[src/rtl/tone_arbiter.sv]
// Two-requester buzzer arbiter: fixed priority A>B, square-wave divider, silent guard gap between tones.
// Optional B-preemption by req_a is enabled with `define TONE_PREEMPT_EN.
module tone_arbiter #(
  parameter int unsigned HALF_A     = 172652,
  parameter int unsigned HALF_B     = 568182,
  parameter int unsigned GAP_CYCLES = 1250000
) (
  input  logic       clk,
  input  logic       clr,
  input  logic       req_a,
  input  logic       req_b,
  output logic       spk,
  output logic [1:0] gnt,
  output logic       busy,
  output logic       done
);

  localparam int unsigned HALF_MAX = (HALF_A > HALF_B) ? HALF_A : HALF_B;
  localparam int unsigned HW       = (HALF_MAX > 1) ? $clog2(HALF_MAX) : 1;
  localparam int unsigned GW       = $clog2(GAP_CYCLES + 1);

  typedef enum logic [1:0] {
    ST_IDLE = 2'd0,
    ST_PLAY = 2'd1,
    ST_GAP  = 2'd2
  } state_t;

  state_t          state_q, state_d;
  logic            spk_q, spk_d;
  logic [1:0]      gnt_q, gnt_d;
  logic            busy_q, busy_d;
  logic            done_q, done_d;
  logic [HW-1:0]   half_cnt_q, half_cnt_d;
  logic [GW-1:0]   gap_cnt_q, gap_cnt_d;
  logic [HW-1:0]   half_last;
  logic            play_end;

  always_ff @(posedge clk or posedge clr) begin
    if (clr) begin
      state_q    <= ST_IDLE;
      spk_q      <= 1'b0;
      gnt_q      <= 2'b00;
      busy_q     <= 1'b0;
      done_q     <= 1'b0;
      half_cnt_q <= '0;
      gap_cnt_q  <= '0;
    end else begin
      state_q    <= state_d;
      spk_q      <= spk_d;
      gnt_q      <= gnt_d;
      busy_q     <= busy_d;
      done_q     <= done_d;
      half_cnt_q <= half_cnt_d;
      gap_cnt_q  <= gap_cnt_d;
    end
  end

  // Half-period limit and tone-end condition follow the current grant
  always_comb begin
    half_last = gnt_q[1] ? HW'(HALF_B - 1) : HW'(HALF_A - 1);
    play_end  = gnt_q[1] ? ~req_b : ~req_a;
`ifdef TONE_PREEMPT_EN
    play_end  = play_end | (gnt_q[1] & req_a);
`endif
  end

  always_comb begin
    state_d    = state_q;
    spk_d      = spk_q;
    gnt_d      = gnt_q;
    busy_d     = busy_q;
    done_d     = 1'b0;
    half_cnt_d = half_cnt_q;
    gap_cnt_d  = gap_cnt_q;
    case (state_q)
      ST_IDLE: begin
        spk_d      = 1'b0;
        gnt_d      = 2'b00;
        busy_d     = 1'b0;
        half_cnt_d = '0;
        gap_cnt_d  = '0;
        if (req_a || req_b) begin
          state_d = ST_PLAY;
          gnt_d   = req_a ? 2'b01 : 2'b10;
          spk_d   = 1'b1;
          busy_d  = 1'b1;
        end
      end
      ST_PLAY: begin
        busy_d = 1'b1;
        if (play_end) begin
          state_d    = ST_GAP;
          spk_d      = 1'b0;
          gnt_d      = 2'b00;
          done_d     = 1'b1;
          gap_cnt_d  = '0;
          half_cnt_d = '0;
        end else if (half_cnt_q == half_last) begin
          spk_d      = ~spk_q;
          half_cnt_d = '0;
        end else begin
          half_cnt_d = half_cnt_q + HW'(1);
        end
      end
      ST_GAP: begin
        spk_d  = 1'b0;
        gnt_d  = 2'b00;
        busy_d = 1'b1;
        if (gap_cnt_q == GW'(GAP_CYCLES - 1)) begin
          state_d   = ST_IDLE;
          busy_d    = 1'b0;
          gap_cnt_d = '0;
        end else begin
          gap_cnt_d = gap_cnt_q + GW'(1);
        end
      end
      default: begin
        state_d    = ST_IDLE;
        spk_d      = 1'b0;
        gnt_d      = 2'b00;
        busy_d     = 1'b0;
        half_cnt_d = '0;
        gap_cnt_d  = '0;
      end
    endcase
  end

  assign spk  = spk_q;
  assign gnt  = gnt_q;
  assign busy = busy_q;
  assign done = done_q;

endmodule

[config.mk]
export PLATFORM = sky130hd
export DESIGN_NAME = tone_arbiter
export DESIGN_NICKNAME = d
export VERILOG_FILES = /design/src/rtl/tone_arbiter.sv
export SDC_FILE = /design/constraint.sdc
export NUM_CORES = 1
export LEC_CHECK = 0
export CAP_MARGIN = 5
export CELL_PAD_IN_SITES_DETAIL_PLACEMENT = 0
export CELL_PAD_IN_SITES_GLOBAL_PLACEMENT = 2
export CORE_MARGIN = 4
export CORE_UTILIZATION = 36
export CTS_BUF_LIST = sky130_fd_sc_hd__clkbuf_4
export DETAILED_ROUTE_END_ITERATION = 10
export PLACE_DENSITY_LB_ADDON = 0.1
export SETUP_SLACK_MARGIN = 0.3
export SYNTH_ARGS = -nofsm -noshare
export SYNTH_HDL_FRONTEND = slang
export SYNTH_SLANG_ARGS = --single-unit
[constraint.sdc]
create_clock -name clk -period 1.9 [get_ports clk]
set_clock_uncertainty 0.15 [all_clocks]
set_input_delay 0.285 -clock clk [delete_from_list [all_inputs] [get_ports clk]]
set_output_delay 0.285 -clock clk [all_outputs]
set_load 0.005 [all_outputs]
==> implementation parameters, run 1 <==
Parameter                              Value

Pwr
  Proportion of total power due to net switching ... 0.375
  PwrDens ... 895 nW/um^2
  Maximum resistive drop on vdd ... 0.000510 V
  Power share of the clock group ... 0.150
  LEAKAGE ... 1.58 nW
  Internal portion of total power ... 2.10 mW
  Power dissipated by switching net loads ... 1.26 mW
  Combinational share of power ... 0.471
  Seq pwr share ... 0.378

STA
  Actual transition at the worst max-transition pin ... 0.772 ns
  Final count of negative-setup-slack endpoints ... 31
  Final min period ... 2.12 ns
  Number of endpoints with negative hold slack in the final report ... 0
  Final setup margin ... -0.224 ns
  Worst slew margin relative to its limit ... 0.480
  Number of max-slew violations in the final report ... 0
  Fmax ... 471 MHz
  Post-route fraction of the period consumed by the critical path ... 1.12
  Unrepaired setup endpoints after global routing ... true

Floorplanning
  Number of placement rows ... 30
  Num ports ... 9
  Width of the die ... 93.1 um
  Initial core utilization ... 0.378
  Std-Cell Core Area ... 6910 um^2
  Die Footprint ... 8670 um^2
  Height of the die ... 93.1 um

Final layout
  Number of diodes ... 0
  Filler-free cell count of the finished design ... 460
  Layout overhead on the synthesized area ... 43.9%
  Number of nets in the layout ... 369
  Share of cells above drive strength 1 ... 0.420

GRT
  Overall overflow remaining after global route ... 0
  Number of antenna violations at the first check in global routing ... 0
  Maximum number of pins on one net before global-route repair ... 49
  Via count of the first global-routing pass ... 2356
  GRT Util Overall ... 0.168
  Global-route wire length before repair ... 11700 um

Synth
  Parity-gate share of the synthesized area counting xor and xnor cells ... 0.0336
  Number of library cell types mapped by synthesis ... 48
  EDFF count, synth ... 0
  Cell type with the largest total area after synthesis ... dfrtp_1
  Adder and majority gate portion of the synthesized area ... 0.00960
  Most used DFF post-synth ... dfrtp_1
  Mux cell area share after synthesis ... 0.0235
  Warnings, synthesis ... 0
  Synth Register Bits ... 48
  Sequential cell area fraction in the yosys report ... 0.461
  Share of flip-flops with an asynchronous set or reset after synthesis ... 1.00
  Mean cell area of the mapped netlist ... 9.12 um^2
  Post-Syn Instances ... 286
  Leading cell types by total area after synthesis ... dfrtp_1 (46%), nand2_1 (4.6%), a21oi_1 (4.0%)
  Synthesized netlist net count ... 292
  Post-synthesis simple-gate area fraction ... 0.270
  Area fraction of the dominant cell type after synthesis ... 0.461
  Post-synthesis compound-gate area fraction ... 0.154
  Main combinational cell family by area after synthesis ... simple AND/OR/NAND/NOR gates
  Synthesized cell area ... 2610 um^2

Clock tree
  CTS Buf Count ... 5
  Root Driver ... clkbuf_4
  Clock transition time at the flip-flop clock pins of the worst setup and hold paths ... 0.14 ns
  TritonCTS clock tree ... built
  Number of buffers on the longest clock path ... 2
  Skew-Pair Late Insertion Delay ... 0.36 ns
  CTS HTree Levels ... 2
  CTS sink cnt ... 48

Worst setup path
  Critical Path Start Type ... register
  Data required time at the worst endpoint ... 2.00 ns
  Crit path DAT ... 2.22 ns
  Launch instance of the worst register-to-register path ... gap_cnt_q[18]
  Nature of the critical path endpoint ... register
  Maximum fanout encountered on the critical timing path ... 7
  Launching instance or port of the critical path ... gap_cnt_q[18]
  Classification of the worst setup path ... reg -> reg

Job
  Max-Cap Viols ... 0

Placement
  HPWL Detailed ... 4530 um
  Worst slack at placement ... -0.228 ns
  Cell Count Post-Placement ... 437
  Final weighted congestion of routability-driven global placement ... 0.780
  Count of input and output buffers ... 8

Route
  Detailed Route WL ... 6770 um
  DRC violations left ... 0
  Count of routing violations after the opening detailed-route iteration ... 139
  Routed Antenna Nets ... 0
  First-pass DRT Iterations ... 4
  Average detailed-routed wire length per instance ... 14.7 um
  Via density per instance ... 5.22
  Routed via count ... 2399

Outcome
  Run status ... finished, violations left
  Violated checks ... negative setup slack

Hold path
  Tightest Hold Check Type ... in -> async
layout by cell type (no fill, tap or decap), types with 3 or more instances in the layout:
master	n
nor2_1	17
clkdlybuf4s50_1	3
mux2i_1	5
a21oi_1	6
a31oi_1	8
buf_4	58
and4_1	4
and3_1	4
dfrtp_1	46
nor2_2	6
nand2b_1	6
a22o_1	3
nor3_1	8
clkbuf_4	7
o211ai_1	3
dlygate4sd2_1	4
o21ai_1	5
o21ai_2	10
a21o_1	3
nand2_1	31
nand4_1	5
inv_1	5
buf_6	17
xnor2_1	9
a21oi_2	16
nand3_1	15
final timing paths:
| check | slack, ns | to | depth (start not counted) |
|---|---|---|---|
| hold reg to reg | 0.34 | gap_cnt_q[20] | 1 |
| min in group clk | 0.34 | gap_cnt_q[20] | 1 |
| setup reg to reg | -0.22 | gap_cnt_q[19] | 6 |
| max in group asynchronous | 1.24 | gnt[1] | 3 |
| setup / recovery | -0.22 | gap_cnt_q[19] | 6 |
| hold / removal | 0.11 | gap_cnt_q[8] | 3 |
per-stage QoR:
| step | total power, mW | hold WS [ns] | setup TNS, ns | area [um^2] | utilization |
|---|---|---|---|---|---|
| final | 3.36 | 0.109 | -4.12 | 3750 | 0.543 |
| after global routing | 3.59 | 0.132 | -7.79 | 3750 | 0.543 |
| after CTS | 3.23 | 0.116 | -4.07 | 3580 | 0.518 |
| after detailed placement | 2.51 | 0.323 | -5.58 | 3310 | 0.479 |
| after global placement | 2.50 | 0.315 | -4.91 | 3310 | 0.479 |
| after floorplan | 2.04 | 0.268 | -1.37 | 2760 | - |
state kept, by name, indices dropped and copies added (netlist names):
register    flops
gap_cnt_q      21
half_cnt_q     20
gnt             2
state_q         2
busy            1
done            1
spk             1
worst max-delay path, cell delays in order (launching register included):
cell and delay, ns:
dfrtp_1 0.41, or4b_4 0.55, nor4_4 0.36, a21oi_4 0.17
buf_6 0.19, a21oi_2 0.11, mux2i_1 0.08
power by group through the flow:
stage | combinational, mW | clock, mW | sequential, mW
floorplan | 0.739 | 0 | 1.30
detailed placement | 1.22 | 0 | 1.29
global placement | 1.21 | 0 | 1.29
finish | 1.58 | 0.505 | 1.27
global route | 1.72 | 0.573 | 1.29
CTS | 1.43 | 0.528 | 1.27
cell type report:
cell class	instances	area [um^2]
Tap cell	96	120
Fill cell	665	3150
Inverter	7	31.3
Clock inverter	1	3.75
Timing Repair Buffer	84	717
Sequential cell	48	1200
Clock buffer	7	52.6
Multi-Input combinational cell	217	1620
synthesized netlist by cell type (3+ instances only):
cell type   n
mux2i_1     5
a21oi_1    21
nand4_1     5
and3_1      6
and4_1      4
a31oi_1    11
o21ai_1    12
a21o_1      3
dfrtp_1    48
nand2b_1    7
buf_6       5
xnor2_1     9
inv_1       6
nand3_1    16
nor3_1      8
o21ai_0     5
o211ai_1    3
clkbuf_1    9
nor2_1     25
nor4_1      5
nand2_1    32
a22o_1      3
cell families (layout without fill, tap and decap cells):
family          after synthesis  in the layout
compound gates               67             68
xor+xnor                     10             10
fa+ha+maj                     2              2
buf+inv                      23             99
flops                        48             48
mux                           6              6
simple gates                130            131
layer usage:
layer | share of wire | vias to the layer above | global-route usage | routed length (um)
li1 | - | 1200 | - | -
met1 | 0.54 | 1168 | 0.256 | 3640
met2 | 0.44 | 26 | 0.248 | 2950
met3 | 0.019 | 5 | 0.0241 | 131
met4 | 0.0075 | 0 | 0.0488 | 51
met5 | 0 | - | 0 | 0
repair_timing:
action	CTS	global route
cloned	3	0
resized for setup	47	30
hold buffers	0	0
pin swaps	26	8
setup buffers	7	5
endpoints found under the setup margin	49	45
Power figures use the tool's default switching activity.
==> inputs of run 2 (changes only) <==
--- a/config.mk
+++ b/config.mk
@@ -8,10 +8,12 @@
 export CAP_MARGIN = 5
 export CELL_PAD_IN_SITES_DETAIL_PLACEMENT = 0
 export CELL_PAD_IN_SITES_GLOBAL_PLACEMENT = 2
+export CORE_ASPECT_RATIO = 1.25
 export CORE_MARGIN = 4
 export CORE_UTILIZATION = 36
 export CTS_BUF_LIST = sky130_fd_sc_hd__clkbuf_4
 export DETAILED_ROUTE_END_ITERATION = 10
+export GPL_ROUTABILITY_DRIVEN = 1
 export PLACE_DENSITY_LB_ADDON = 0.1
 export SETUP_SLACK_MARGIN = 0.3
 export SYNTH_ARGS = -nofsm -noshare
==> run 2 against run 1 <==
Against the previous run: the flow still finishes with violations (negative setup slack); cell area is 2.9% lower; sequential power hardly changed; hold slack worse by 0.032 ns; cell count is 2.6% lower; fmax is 0.15% lower; combinational power is 8% lower; non-clock buffer count is 5 lower; register-to-register slack hardly changed; sequential share of layout area is 0.96 points higher; critical path depth stayed put; via count is 1.4% lower; critical endpoint is now gap_cnt_q[10]; highest routed layer unchanged.
==> implementation parameters, run 2 (same netlist as run 1, synthesis figures left out) <==
Parameter                              Value

Outcome
  Run status ... finished, violations left
  Violated checks ... negative setup slack

Clock tree
  Skew-Pair Late Insertion Delay ... 0.37 ns (about the same)
  Count of hold-fix buffers inserted at cts ... 0 (unchanged)
  Root Driver ... clkbuf_4
  TritonCTS clock tree ... built
  CTS sink cnt ... 48 (unchanged)
  CTS HTree Levels ... 2 (unchanged)
  Clock transition time at the flip-flop clock pins of the worst setup and hold paths ... 0.16 ns (+0.02 ns)
  Number of buffers on the longest clock path ... 2 (unchanged)
  CTS Buf Count ... 5 (unchanged)

Route
  Count of routing violations after the opening detailed-route iteration ... 36 (-74%)
  Routed Antenna Nets ... 0 (unchanged)
  DRC violations left ... 0 (unchanged)
  Average detailed-routed wire length per instance ... 15.2 um (+3.3%)
  Routed via count ... 2365 (-1.4%)
  Detailed Route WL ... 6810 um (+0.62%)
  Via density per instance ... 5.28 (+1.2%)
  First-pass DRT Iterations ... 4 (unchanged)

Placement
  HPWL Detailed ... 4750 um (+4.8%)
  Worst slack at placement ... -0.215 ns (+0.0127 ns)
  Final weighted congestion of routability-driven global placement ... 0.822 (+5.4%)
  Placed standard-cell area ... 3290 um^2 (-0.68%)
  Cell Count Post-Placement ... 429 (-1.8%)
  Count of input and output buffers ... 8 (unchanged)

Worst setup path
  Data required time at the worst endpoint ... 2.02 ns (+0.02 ns)
  Critical Path Start Type ... register
  Crit path DAT ... 2.25 ns (+0.03 ns)
  Largest incremental delay on the critical path ... 0.56 ns (about the same)
  Maximum fanout encountered on the critical timing path ... 10 (+3)
  Nature of the critical path endpoint ... register
  Classification of the worst setup path ... reg -> reg
  CP max stage cell ... or4b_4
  Critical path, cell by cell ... or4b_4 > nor4_4 > a21oi_4 > buf_4 > a21oi_2 > mux2i_1

Final layout
  Number of diodes ... 0 (unchanged)
  Number of flip-flops in the largest register ... 21 (unchanged)
  Number of nets in the layout ... 363 (-1.6%)
  Filler-free cell count of the finished design ... 448 (-2.6%)
  Post-route cell area ... 3640 um^2 (-2.9%)
  Share of cells above drive strength 1 ... 0.374 (-0.0460)
  Total of fill cells in the finished design ... 687 (+3.3%)
  Most frequent standard cell in the layout excluding fill and tap cells ... buf_4
  Layout overhead on the synthesized area ... 39.7%
  Largest registers ... gap_cnt_q: 21 flops, half_cnt_q: 20 flops
  Register with the most flip-flops ... gap_cnt_q
  Footprint of the multi-input gates ... 1540 um^2 (-5.4%)
  FF+latch area ... 1200 um^2 (unchanged)
  Most frequent cells in the layout ... buf_4 (55), dfrtp_1 (46), nand2_1 (32), nor2_1 (17)

GRT
  Overall overflow remaining after global route ... 0 (unchanged)
  Global-route wire length before repair ... 11600 um (-0.42%)
  Via count of the first global-routing pass ... 2344 (-0.51%)
  Number of antenna violations at the first check in global routing ... 0 (unchanged)
  GRT Util Overall ... 0.168 (-0.000235)
  Maximum number of pins on one net before global-route repair ... 49 (unchanged)

STA
  Fin Hold WS ... 0.0762 ns (-0.0323 ns)
  Actual transition at the worst max-transition pin ... 0.473 ns (-0.299 ns)
  Final count of negative-setup-slack endpoints ... 42 (+35%)
  Number of endpoints with negative hold slack in the final report ... 0 (unchanged)
  Number of max-slew violations in the final report ... 0 (unchanged)
  Unrepaired setup endpoints after global routing ... true
  Final min period ... 2.13 ns (+0.00321 ns)
  Final setup margin ... -0.227 ns (-0.00321 ns)
  Worst slew margin relative to its limit ... 0.682 (+0.201)
  Sum of negative setup slack ... -4.90 ns (-0.776 ns)
  Fmax ... 470 MHz (-0.15%)
  Post-route fraction of the period consumed by the critical path ... 1.12 (+0.00169)

Pwr
  PwrDens ... 928 nW/um^2 (+3.7%)
  Maximum resistive drop on vdd ... 0.000421 V (-17%)
  LEAKAGE ... 1.56 nW (-1.6%)

Hold path
  Tightest Hold Check Type ... in -> async

Floorplanning
  Number of placement rows ... 34 (+13%)
  Height of the die ... 103 um (+11%)
  Std-Cell Core Area ... 7020 um^2 (+1.6%)
  Width of the die ... 84.1 um (-9.7%)
  Initial core utilization ... 0.371 (-0.00606)
  Die Footprint ... 8680 um^2 (about the same)
  Num ports ... 9 (unchanged)

Job
  Max-Cap Viols ... 0 (unchanged)
run 2: cell types whose count changed in the layout (fill, tap and decap cells not counted), moves of 3 or more:
| cell | delta |
|---|---|
| a21oi_2 | -3 |
| a31oi_1 | +3 |
| o21ai_2 | -3 |
| buf_4 | -3 |
run 2: stage by stage:
step	util	power, mW
after global placement	0.468	2.47
after detailed placement	0.468	2.47
final	0.519	3.38
after floorplan	-	2.04
after global routing	0.519	3.60
after CTS	0.507	3.33
run 2: worst max-delay path: cells and delay by family (launching register included):
kind,cells,cell delay [ns]
and+or+nand+nor,2,0.90
DFF,1,0.42
AOI/OAI and AO/OA,2,0.28
buffers and inverters,1,0.22
muxes,1,0.07
run 2: report_power, final:
| part | internal [mW] | switching (mW) |
|---|---|---|
| Combinational | 0.721 | 0.741 |
| Clock | 0.291 | 0.357 |
| Sequential | 1.15 | 0.117 |
run 2: worst paths after layout:
| path | depth (start not counted) | to | start | slack (ns) |
|---|---|---|---|---|
| max | 6 | gap_cnt_q[10] | gap_cnt_q[19] | -0.23 |
| min in group clk | 1 | gap_cnt_q[16] | gap_cnt_q[16] | 0.36 |
| min reg2reg | 1 | gap_cnt_q[16] | gap_cnt_q[16] | 0.36 |
| max reg2reg | 6 | gap_cnt_q[10] | gap_cnt_q[19] | -0.23 |
| max in group asynchronous | 3 | gap_cnt_q[15] | clr | 1.26 |
| min | 3 | half_cnt_q[17] | clr | 0.08 |
run 2: area by class of cell:
type	count	area share
clock inverter	2	0.00962
inverter	7	0.00790
clock buffer	6	0.0124
multi-input combinational	216	0.422
tap	90	0.0309
timing repair buffer	79	0.187
sequential	48	0.330
run 2: timing repair:
action / 4_1_cts / 5_1_grt
setup endpoints to repair: 50 / 45
hold endpoints to repair: 0 / 0
buffers inserted: 8 / 2
pin swaps: 14 / 5
gates cloned: 1 / 0
resized for setup: 45 / 15
run 2: per-layer routing:
metal | GRT usage | part of all wire | vias to the layer above
li1 | - | - | 1182
met5 | 0 | 0 | -
met4 | 0.0594 | 0.019 | 0
met1 | 0.192 | 0.43 | 1155
met2 | 0.320 | 0.54 | 19
met3 | 0.0248 | 0.016 | 9
==> inputs of run 3 (changes only) <==
--- a/config.mk
+++ b/config.mk
@@ -9,7 +9,7 @@
 export CELL_PAD_IN_SITES_DETAIL_PLACEMENT = 0
 export CELL_PAD_IN_SITES_GLOBAL_PLACEMENT = 2
 export CORE_ASPECT_RATIO = 1.25
-export CORE_MARGIN = 4
+export CORE_MARGIN = 8
 export CORE_UTILIZATION = 36
 export CTS_BUF_LIST = sky130_fd_sc_hd__clkbuf_4
 export DETAILED_ROUTE_END_ITERATION = 10
==> run 3 against run 2 <==
Against the previous run: the run still ends with negative setup slack left; wire length is 7.5% higher; core utilization is 2.9 points higher; register-to-register slack hardly changed; die area is 18% higher; hold slack worse by 0.024 ns; global-route usage is 2.0 points lower; power is 2.0% higher; combinational power is 16% higher; setup slack worse by 0.0024 ns; clock power is 25% lower; cell count is 3.3% higher.
==> implementation parameters, run 3 (same netlist as run 1, synthesis figures left out) <==
Parameter                              Value

Outcome
  Run status ... finished, violations left
  Violated checks ... negative setup slack

Clock tree
  Number of buffers on the longest clock path ... 2 (unchanged)
  Clock transition time at the flip-flop clock pins of the worst setup and hold paths ... 0.14 ns (-0.02 ns)
  Count of hold-fix buffers inserted at cts ... 0 (unchanged)
  Root Driver ... clkbuf_4
  TritonCTS clock tree ... built
  CTS sink cnt ... 48 (unchanged)
  Skew-Pair Late Insertion Delay ... 0.37 ns (about the same)
  CTS Buf Count ... 5 (unchanged)
  CTS HTree Levels ... 2 (unchanged)

Final layout
  Largest registers ... gap_cnt_q: 21 flops, half_cnt_q: 20 flops
  Post-route cell area ... 3820 um^2 (+4.9%)
  Number of nets in the layout ... 379 (+4.4%)
  Share of cells above drive strength 1 ... 0.426 (+0.0520)
  Number of diodes ... 0 (unchanged)
  Layout overhead on the synthesized area ... 46.6%
  Most frequent standard cell in the layout excluding fill and tap cells ... buf_4
  Number of flip-flops in the largest register ... 21 (unchanged)
  Most frequent cells in the layout ... buf_4 (60), dfrtp_1 (47), nand2_1 (29), buf_6 (22), nor2_1 (16)
  Register with the most flip-flops ... gap_cnt_q

GRT
  Via count of the first global-routing pass ... 2557 (+9.1%)
  Number of antenna violations at the first check in global routing ... 0 (unchanged)
  Overall overflow remaining after global route ... 0 (unchanged)
  Global-route wire length before repair ... 12400 um (+6.5%)
  GRT Util Overall ... 0.149 (-0.0196)
  Maximum number of pins on one net before global-route repair ... 22 (-55%)

Pwr
  Power share of the clock group ... 0.140 (-0.052)
  Combinational share of power ... 0.491 (+0.058)
  Internal portion of total power ... 2.16 mW (-0.25%)
  Overall Power ... 3.45 mW (+2.0%)
  Seq pwr share ... 0.369 (-0.006)
  LEAKAGE ... 1.64 nW (+5.2%)
  PwrDens ... 901 nW/um^2 (-2.8%)
  Power dissipated by switching net loads ... 1.29 mW (+5.9%)
  Maximum resistive drop on vdd ... 0.000406 V (-3.8%)
  Proportion of total power due to net switching ... 0.374 (+0.0140)

Placement
  HPWL Detailed ... 5030 um (+6.1%)
  Final weighted congestion of routability-driven global placement ... 0.755 (-8.2%)
  Placed standard-cell area ... 3390 um^2 (+3.3%)
  Count of input and output buffers ... 8 (unchanged)

Floorplanning
  Number of placement rows ... 34 (unchanged)
  Die Footprint ... 10200 um^2 (+18%)
  Height of the die ... 111 um (+7.8%)
  Initial core utilization ... 0.374 (+0.00227)
  Num ports ... 9 (unchanged)
  Width of the die ... 92.1 um (+9.5%)
  Std-Cell Core Area ... 6980 um^2 (-0.61%)

Worst setup path
  Critical Path Start Type ... register
  Reg2Reg Capture Point ... gap_cnt_q[1]
  Number of cells traversed by the worst register-to-register path ... 6 (unchanged)
  Classification of the worst setup path ... reg -> reg
  Data required time at the worst endpoint ... 2.02 ns (about the same)
  Maximum fanout encountered on the critical timing path ... 6 (-4)
  Launch instance of the worst register-to-register path ... gap_cnt_q[14]
  Crit path DAT ... 2.25 ns (about the same)
  Setup slack of the most critical reg-to-reg path ... -0.23 ns (about the same)
  Nature of the critical path endpoint ... register

Route
  Detailed Route WL ... 7330 um (+7.5%)
  Average detailed-routed wire length per instance ... 15.8 um (+4.1%)
  Routed via count ... 2460 (+4.0%)
  Via density per instance ... 5.31 (+0.65%)
  DRC violations left ... 0 (unchanged)
  Routed Antenna Nets ... 0 (unchanged)
  Count of routing violations after the opening detailed-route iteration ... 70 (+94%)
  First-pass DRT Iterations ... 4 (unchanged)

STA
  Post-route fraction of the period consumed by the critical path ... 1.12 (+0.00126)
  Final min period ... 2.13 ns (+0.00239 ns)
  Unrepaired setup endpoints after global routing ... true
  Fin Hold WS ... 0.0519 ns (-0.0243 ns)
  Number of max-slew violations in the final report ... 0 (unchanged)
  Actual transition at the worst max-transition pin ... 0.594 ns (+0.121 ns)
  Final setup margin ... -0.229 ns (-0.00239 ns)
  Sum of negative setup slack ... -4.60 ns (+0.297 ns)
  Worst slew margin relative to its limit ... 0.601 (-0.0807)
  Fmax ... 470 MHz (-0.11%)
  Number of endpoints with negative hold slack in the final report ... 0 (unchanged)
  Final count of negative-setup-slack endpoints ... 39 (-7.1%)

Job
  Max-Cap Viols ... 0 (unchanged)

Hold path
  Tightest Hold Check Type ... in -> async
[run 3: power groups by stage]
stage / logic, mW / registers [mW] / clock network, mW
3_3_place_gp: 1.29 / 1.28 / 0
4_1_cts: 1.61 / 1.27 / 0.502
5_1_grt: 1.83 / 1.29 / 0.534
6_report: 1.69 / 1.27 / 0.484
2_1_floorplan: 0.739 / 1.30 / 0
3_5_place_dp: 1.30 / 1.28 / 0
[run 3: worst max-delay path by stage]
stage	startpoint	to	cells after the start
2_1_floorplan	gap_cnt_q[18]	gap_cnt_q[18]	6
3_3_place_gp	gap_cnt_q[19]	gap_cnt_q[8]	6
3_5_place_dp	gap_cnt_q[19]	gap_cnt_q[7]	6
4_1_cts	gap_cnt_q[10]	gap_cnt_q[1]	6
5_1_grt	gap_cnt_q[14]	gap_cnt_q[10]	7
6_report	gap_cnt_q[14]	gap_cnt_q[1]	6
[run 3: area by class of cell]
type | instances | area, um^2
clock buffer | 6 | 45.0
clock inverter | 1 | 5.00
multi-input combinational | 219 | 1600
fill | 688 | 3150
timing repair buffer | 92 | 823
inverter | 7 | 31.3
tap | 90 | 113
sequential | 48 | 1200
[run 3: metal layers]
| layer | vias up | global-route usage | share of wire |
|---|---|---|---|
| met1 | 1194 | 0.166 | 0.42 |
| met3 | 14 | 0.0264 | 0.017 |
| met2 | 20 | 0.269 | 0.54 |
| met5 | - | 0 | 0 |
| li1 | 1232 | - | - |
| met4 | 0 | 0.0550 | 0.028 |
[run 3: through the flow]
stage,util,setup WS (ns),std cells
floorplan,-,-0.109,286
global placement,0.487,-0.320,440
detailed placement,0.487,-0.307,440
CTS,0.538,-0.236,462
global route,0.548,-0.323,463
finish,0.548,-0.229,463
[run 3: critical path, stage by stage, from the launching register on]
cell and delay (ns):
dfrtp_1 0.41, or4b_4 0.55, nor4_4 0.28, buf_6 0.17
a21oi_4 0.10, buf_6 0.17, a22o_1 0.20
[run 3: timing repair]
item | in CTS | in global routing
endpoints found under the setup margin | 50 | 46
endpoints found under the hold margin | 0 | 0
resized for setup | 57 | 19
pin swaps | 22 | 7
setup buffers | 11 | 1
gates cloned | 4 | 0
